<file path="src/rtl/qpsk_frame_ctrl.sv">
`default_nettype none
// ============================================================================
// Module   : qpsk_frame_ctrl
// Purpose  : Transmit framer for the QPSK modulator. Emits one dibit per
//            handshake: alternating preamble, fixed sync word, payload bytes
//            split MSB-first, then an idle gap before the next burst.
// Revision : 1.0 - initial release
// ============================================================================
module qpsk_frame_ctrl #(
   parameter int unsigned PREAMBLE_LEN = 32,
   parameter logic [15:0] SYNC_WORD    = 16'hE4B1,
   parameter int unsigned MAX_BYTES    = 256,
   parameter int unsigned GAP_LEN      = 8
) (
   input  logic       clk,
   input  logic       rst_n,
   input  logic [7:0] in_data,
   input  logic       in_last,
   input  logic       in_valid,
   output logic       in_ready,
   output logic       out_i,
   output logic       out_q,
   output logic       out_valid,
   input  logic       out_ready,
   output logic       busy,
   output logic       frame_done,
   output logic       underrun
);

   // Shared phase counter covers preamble, sync (8 dibits) and gap lengths.
   localparam int unsigned C_CNT_TOP = (PREAMBLE_LEN > GAP_LEN)
                                     ? ((PREAMBLE_LEN > 8) ? PREAMBLE_LEN : 8)
                                     : ((GAP_LEN > 8) ? GAP_LEN : 8);
   localparam int unsigned C_CNT_W   = $clog2(C_CNT_TOP);
   localparam int unsigned C_BCNT_W  = $clog2(MAX_BYTES + 1);

   localparam logic [C_CNT_W-1:0]  C_PRE_LAST  = C_CNT_W'(PREAMBLE_LEN - 1);
   localparam logic [C_CNT_W-1:0]  C_SYNC_LAST = C_CNT_W'(7);
   localparam logic [C_CNT_W-1:0]  C_GAP_LAST  = C_CNT_W'(GAP_LEN - 1);
   localparam logic [C_BCNT_W-1:0] C_BYTE_LAST = C_BCNT_W'(MAX_BYTES - 1);

   typedef enum logic [2:0] {
      ST_IDLE     = 3'd0,
      ST_PREAMBLE = 3'd1,
      ST_SYNC     = 3'd2,
      ST_PAYLOAD  = 3'd3,
      ST_GAP      = 3'd4
   } state_t;

   state_t                r_state;
   state_t                w_state_next;
   logic [C_CNT_W-1:0]    r_cnt;
   logic [7:0]            r_byte;
   logic [1:0]            r_idx;
   logic                  r_byte_valid;
   logic                  r_last_loaded;
   logic [C_BCNT_W-1:0]   r_byte_cnt;

   logic                  w_out_valid;
   logic                  w_in_ready;
   logic                  w_frame_done;
   logic                  w_underrun;
   logic                  w_busy;
   logic [1:0]            w_dibit;
   logic [1:0]            w_sync_dibit;
   logic [1:0]            w_byte_dibit;
   logic                  w_xfer;
   logic                  w_load;

   // Select the current sync and payload dibits, MSB pair first.
   always_comb begin
      w_sync_dibit = 2'b00;
      w_byte_dibit = 2'b00;
      case (r_cnt[2:0])
         3'd0:    w_sync_dibit = SYNC_WORD[15:14];
         3'd1:    w_sync_dibit = SYNC_WORD[13:12];
         3'd2:    w_sync_dibit = SYNC_WORD[11:10];
         3'd3:    w_sync_dibit = SYNC_WORD[9:8];
         3'd4:    w_sync_dibit = SYNC_WORD[7:6];
         3'd5:    w_sync_dibit = SYNC_WORD[5:4];
         3'd6:    w_sync_dibit = SYNC_WORD[3:2];
         default: w_sync_dibit = SYNC_WORD[1:0];
      endcase
      case (r_idx)
         2'd0:    w_byte_dibit = r_byte[7:6];
         2'd1:    w_byte_dibit = r_byte[5:4];
         2'd2:    w_byte_dibit = r_byte[3:2];
         default: w_byte_dibit = r_byte[1:0];
      endcase
   end

   // Next-state and output decode; everything derives from registered state
   // except the PAYLOAD reload path, which looks at out_ready.
   always_comb begin
      w_state_next = r_state;
      w_out_valid  = 1'b0;
      w_in_ready   = 1'b0;
      w_frame_done = 1'b0;
      w_underrun   = 1'b0;
      w_busy       = 1'b1;
      w_dibit      = 2'b00;
      case (r_state)
         ST_IDLE: begin
            w_busy = 1'b0;
            if (in_valid) w_state_next = ST_PREAMBLE;
         end
         ST_PREAMBLE: begin
            w_out_valid = 1'b1;
            w_dibit     = {2{r_cnt[0]}};
            w_in_ready  = !r_last_loaded && !r_byte_valid;
            if (out_ready && (r_cnt == C_PRE_LAST)) w_state_next = ST_SYNC;
         end
         ST_SYNC: begin
            w_out_valid = 1'b1;
            w_dibit     = w_sync_dibit;
            w_in_ready  = !r_last_loaded && !r_byte_valid;
            if (out_ready && (r_cnt == C_SYNC_LAST)) w_state_next = ST_PAYLOAD;
         end
         ST_PAYLOAD: begin
            w_out_valid = r_byte_valid;
            w_underrun  = !r_byte_valid;
            w_dibit     = r_byte_valid ? w_byte_dibit : 2'b00;
            w_in_ready  = !r_last_loaded &&
                          (!r_byte_valid || ((r_idx == 2'd3) && out_ready));
            if (r_byte_valid && out_ready && (r_idx == 2'd3) && r_last_loaded) begin
               w_frame_done = 1'b1;
               w_state_next = ST_GAP;
            end
         end
         ST_GAP: begin
            if (r_cnt == C_GAP_LAST) w_state_next = ST_IDLE;
         end
         default: begin
            w_busy       = 1'b0;
            w_state_next = ST_IDLE;
         end
      endcase
   end

   assign w_xfer = w_out_valid && out_ready;
   assign w_load = in_valid && w_in_ready;

   // State register.
   always_ff @(posedge clk) begin
      if (!rst_n) r_state <= ST_IDLE;
      else        r_state <= w_state_next;
   end

   // Phase counter: restarts on every state change, steps on transfers
   // in preamble/sync and on every cycle of the gap.
   always_ff @(posedge clk) begin
      if (!rst_n) begin
         r_cnt <= '0;
      end else if (w_state_next != r_state) begin
         r_cnt <= '0;
      end else if ((r_state == ST_GAP) ||
                   (((r_state == ST_PREAMBLE) || (r_state == ST_SYNC)) && w_xfer)) begin
         r_cnt <= r_cnt + 1'b1;
      end
   end

   // Byte holding register; cleared while idle so each frame starts fresh.
   always_ff @(posedge clk) begin
      if (!rst_n || (r_state == ST_IDLE)) begin
         r_byte        <= 8'h00;
         r_idx         <= 2'd0;
         r_byte_valid  <= 1'b0;
         r_last_loaded <= 1'b0;
         r_byte_cnt    <= '0;
      end else begin
         if (w_load) begin
            r_byte       <= in_data;
            r_byte_valid <= 1'b1;
            r_byte_cnt   <= r_byte_cnt + 1'b1;
            if (in_last || (r_byte_cnt == C_BYTE_LAST)) r_last_loaded <= 1'b1;
         end else if ((r_state == ST_PAYLOAD) && w_xfer && (r_idx == 2'd3)) begin
            r_byte_valid <= 1'b0;
         end
         if ((r_state == ST_PAYLOAD) && w_xfer) r_idx <= r_idx + 2'd1;
      end
   end

   assign in_ready   = w_in_ready;
   assign out_valid  = w_out_valid;
   assign out_i      = w_dibit[1];
   assign out_q      = w_dibit[0];
   assign busy       = w_busy;
   assign frame_done = w_frame_done;
   assign underrun   = w_underrun;

endmodule
`default_nettype wire

</file>
<file path="config.mk">
export PLATFORM = sky130hd
export DESIGN_NAME = qpsk_frame_ctrl
export DESIGN_NICKNAME = d
export VERILOG_FILES = /design/src/rtl/qpsk_frame_ctrl.sv
export SDC_FILE = /design/constraint.sdc
export NUM_CORES = 1
export LEC_CHECK = 0
export CAP_MARGIN = 20
export CORE_MARGIN = 1.5
export CORE_UTILIZATION = 48
export CTS_CLUSTER_DIAMETER = 40
export DETAILED_ROUTE_END_ITERATION = 8
export PLACE_DENSITY = 0.67
export SLEW_MARGIN = 20
export SYNTH_ARGS = -nofsm -noshare
export SYNTH_HDL_FRONTEND = slang
export SYNTH_SLANG_ARGS = --single-unit
</file>
<file path="constraint.sdc">
create_clock -name clk -period 5.3 [get_ports clk]
set_input_delay 1.325 -clock clk [delete_from_list [all_inputs] [get_ports clk]]
set_output_delay 1.325 -clock clk [all_outputs]
set_load 0.01 [all_outputs]
</file>
# Word-level counts from Yosys, hierarchy flattened
# Cells that the tools add are included.
dict set report totals {
  elab_cells 77
  ff_bits 29
  inputBits 13
  out_inout_bits 7
}
dict set report classes {
  n_mux 18
  n_reduce_logical 32
  n_eq_ne 16
  bitwise 1
  add_sub_neg 3
}
# op n
set ops {}
lappend ops {{2-bit case mux with 3 select lines} 3}
lappend ops {{3-bit two-way mux} 5}
lappend ops {{3-bit case mux with 5 select lines} 1}
lappend ops {{1-bit logical AND} 13}
lappend ops {{3-bit == test, second input constant} 4}
lappend ops {{2-bit OR reduction} 5}
lappend ops {{9-bit by 1-bit adder with 9-bit output, second input constant} 1}
lappend ops {{3-bit by 2-bit == test with 1-bit output, second input constant} 3}
lappend ops {{9-bit by 8-bit == test with 1-bit output, second input constant} 1}
lappend ops {{3-bit by 1-bit == test with 1-bit output, second input constant} 2}
lappend ops {{3-bit logical NOT} 2}
lappend ops {{1-bit two-way mux} 6}
lappend ops {{5-bit by 1-bit adder with 5-bit output, second input constant} 1}
lappend ops {{5-bit by 3-bit == test with 1-bit output, second input constant} 1}
lappend ops {{5-bit == test, second input constant} 1}
lappend ops {{1-bit logical OR} 5}
lappend ops {{2-bit == test, second input constant} 2}
lappend ops {{1-bit case mux with 2 select lines} 2}
lappend ops {{4-bit OR reduction} 1}
lappend ops {{1-bit logical NOT} 3}
lappend ops {{3-bit inequality test} 1}
lappend ops {{2-bit by 1-bit adder with 2-bit output, second input constant} 1}
lappend ops {{2-bit by 1-bit == test with 1-bit output, second input constant} 1}
lappend ops {{2-bit logical NOT} 1}
lappend ops {{other kinds (4)} 4}

# Longest topological paths before layout
dict set report logic_depth {
  depth_word 8
  depth_mapped 7
  depth_no_buf 7
}

# Worst setup path after synthesis
# No wires, ideal clock.
dict set report synth_timing {
  path_kind {in2out}
  start {input out_ready}
  end {output in_ready}
  path_buffers 1
  path_stages 4
  slack_ps 1920
  t_required_ps 3975
  arrival_ps 2055
  path_cell_list {buf_2 and4_1 o21ai_0 nor3_1}
}
dict set report synth_via {
  elab_chain_cells 4
}
# element line
set synth_rtl {}
lappend synth_rtl {{start: declaration} 24} ;# input logic out_ready,
lappend synth_rtl {{1-bit logical AND} 124} ;# (!r_byte_valid || ((r_idx == 2'd3) && out_ready));
lappend synth_rtl {{1-bit logical OR} 124}
lappend synth_rtl {{1-bit logical AND} 123} ;# w_in_ready = !r_last_loaded &&
lappend synth_rtl {{1-bit case mux with 2 select lines} 102} ;# case (r_state)
lappend synth_rtl {{end: declaration} 20} ;# output logic in_ready,
# Every way passes these cells.

# Final worst setup path
# Ends and elaborated chain as after synthesis.

==> results.md <==
- Final Hold Viols: 0
- Die area: between 0.003 and 0.004 sq mm
- Sw power: around 0.0001 W
- Pwr dens: 210 mW/mm^2
- Post-CTS Setup Inserts: 0
- Router iterations before antenna repair: 4
- Placement-stage cell area: around 0.0019 sq mm
- TritonCTS buffer count: 5
- Cell mode on critical path: clkdlybuf4s50_1
- Ys Warns: 0
- Switching part of the total: 0.251
- Mapped cell area: ~0.0017 sq mm
- Clk pwr share: 0.341
- CTS tree: yes
- Reg power frac: 0.555
- Vias in the first global route: about 1,400
- Worst vdd ir: about 0.00014 V
- Setup Skew: about 0.0051 ns
- Antenna violations before repair: 0
- Required @ worst endpoint: around 4.0 ns
- Worst setup EP type: primary output
- Critical Path Slowest Stage Cell: clkdlybuf4s50_1
- Most common cell after layout, fill and taps aside: dfxtp_1
- Most frequent cells in the layout: dfxtp_1 (29), nand2_1 (25), a21oi_1 (20)
- Seq/Total Area, Yosys: 0.352
- Mapped Cells: roughly 200
- Hold crit path type: flop to flop
- Worst Max-Slew Pin Slew: around 0.67 ns
- Drt via density: around 5.6
- Max Root-Sink Buffers: 2
- Final wirelength: approximately 3600 microns
- Remaining DRCs: 0
- H-tree depth: 2
- Period minus WS final: about 4.4 ns
- # hold bufs at CTS: 0
- Port Buffers: 19
- Post_cts resized: 0
- Post-Syn Nets: between 200 and 250
- Worst skew pair latency: approximately 0.33 ns
- DP HPWL: ~2600 microns
- Row count: 21
- Clock slew at reported path FFs: roughly 0.09 ns
- Initial Utilization: 0.499
- Routed Antenna Nets: 0
- Share of layout cells above drive strength 1: 0.0642
- Final setup fails: 0
- P_leak: roughly 0.64 nW
- Crit Path Class: primary input to primary output
- Worst-path fanout max: 9
- Antenna diodes: 0
- Mean post-synth cell area: between 8 and 9 sq um
- Final TNS setup: 0 ns
- GPL Wtd Cong: 0.797
- CTS sink cnt: 29
- Routed len/inst: approximately 13 microns
- Worst reg2reg setup slack: about 3.2 ns
- Max Clock Freq: ~230 MHz
- Die extent in x: between 60 and 70 microns
- CTS root buf: clkbuf_4
- Final Cycle Share: 0.822
- Die height: around 62 microns
- Distinct cells, synth: 38
- Yosys reg bits: 29
- Unrepaired setup endpoints after global routing: false
- Global-route wire length before repair: just under 6000 microns
- Vias: 1,488
- Area grow syn2layout: 16.5%
- CORE AREA: about 0.0033 sq mm
- GRT Util Overall: 0.205
- Int Pwr: around 0.00030 W
- Final Max Tran Viols: 0
- Largest net degree at the start of global routing: 22
- Drt first-iter violations: 106
- # IOs: 20
- Max cap viols: 0
- Critical Path AT: roughly 3 ns
- Final nets: roughly 240
- Run status: finished, final reports clean
- Grt ovf: 0
- Nature of the critical path startpoint: primary input
- Fillers: between 300 and 400
- Design area: around 0.0019 sq mm
- Combinational share of power: 0.104
- CP max stage delay: about 0.63 ns
- Slew headroom: 0.554
- Crit-path cells: clkdlybuf4s50_1, and4_1, o21ai_0, nor3_1, clkdlybuf4s50_1
## path summary, 6_finish.rpt
check | from | end | cells past startpoint
setup / recovery | out_ready | in_ready | 5
hold / removal | r_byte[0] | r_byte[0] | 2
setup reg to reg | r_cnt[0] | r_cnt[1] | 5
hold reg to reg | r_byte[0] | r_byte[0] | 2
## metal layers
layer	wire, microns	global-route usage	vias to the layer above
met4	40	0.0729	0
met3	147	0.0588	6
met1	1740	0.267	695
met5	0	0	-
met2	1630	0.323	31
li1	-	-	756
## through the flow
step	setup WS [ns]	utilization	std cells	hold slack (ns)	total power (W)
after floorplan	1.92	-	201	0.436	0.000252
after global placement	0.979	0.565	257	0.447	0.000270
after detailed placement	0.949	0.565	257	0.449	0.000271
after CTS	0.951	0.581	264	0.463	0.000406
after global routing	0.854	0.581	264	0.480	0.000423
final	0.946	0.581	264	0.461	0.000404
## registers in the layout (all words and copies together), names as in the netlist
signal / flops
r_byte: 8
r_last_loaded: 1
r_state: 3
r_cnt: 5
r_idx: 2
r_byte_valid: 1
r_byte_cnt: 9
## power groups by stage
stage / registers [W] / clock network [W] / logic, W
6_report: 0.000224 / 0.000138 / 0.0000420
5_1_grt: 0.000224 / 0.000152 / 0.0000461
4_1_cts: 0.000224 / 0.000140 / 0.0000422
3_5_place_dp: 0.000229 / 0 / 0.0000419
3_3_place_gp: 0.000229 / 0 / 0.0000410
2_1_floorplan: 0.000227 / 0 / 0.0000254
## logic make-up after synthesis
kind of cell | share of synthesized area
AO/OA/AOI/OAI | 0.226
XOR/XNOR | 0.0265
adder cells (fa/ha/maj) | 0.0909
buffers and inverters | 0.0530
flip-flops | 0.352
multiplexers | 0.0182
AND/OR/NAND/NOR | 0.234
## layout make-up
type,count,area (sq um),area share
flip-flops and latches,29,581,0.302
well taps,46,57.6,0.0299
repair buffers,20,198,0.103
clock buffers,7,55.1,0.0286
inverters,12,45.0,0.0234
multi-input cells,150,988,0.514
## worst max-delay path, delay by kind of cell
kind | cells | cell delay (ns)
compound gates | 1 | 0.09
buf+inv | 2 | 1.19
simple gates | 2 | 0.43
## Yosys cell counts
library cell,number,share of area
nor4bb_1,1,0.0061
or3_1,5,0.019
a222oi_1,2,0.012
nand3_1,8,0.024
a22oi_2,1,0.0076
nand2_1,25,0.057
and3_1,3,0.011
xor2_1,1,0.0053
nor2_1,10,0.023
o21a_1,2,0.0091
nor2b_1,3,0.011
o221ai_1,1,0.0053
ha_1,12,0.091
clkbuf_1,6,0.014
mux2i_1,3,0.018
xnor2_1,4,0.021
o31ai_1,1,0.0045
and4_1,4,0.021
nor3_1,4,0.012
inv_1,12,0.027
o2111ai_2,1,0.0091
and2_1,1,0.0038
nor2_2,1,0.0038
and3b_1,2,0.011
nand4_1,1,0.0038
o211ai_1,2,0.0091
o21ba_2,1,0.0061
o21ai_0,15,0.045
a21oi_1,20,0.061
a2111oi_2,2,0.018
dfxtp_1,29,0.35
a211oi_1,1,0.0045
a31oi_1,4,0.015
o2111a_1,2,0.014
a32oi_1,1,0.0053
nand4b_1,3,0.016
nor4_1,3,0.011
buf_2,4,0.012
(Power assumes the default switching activity.)
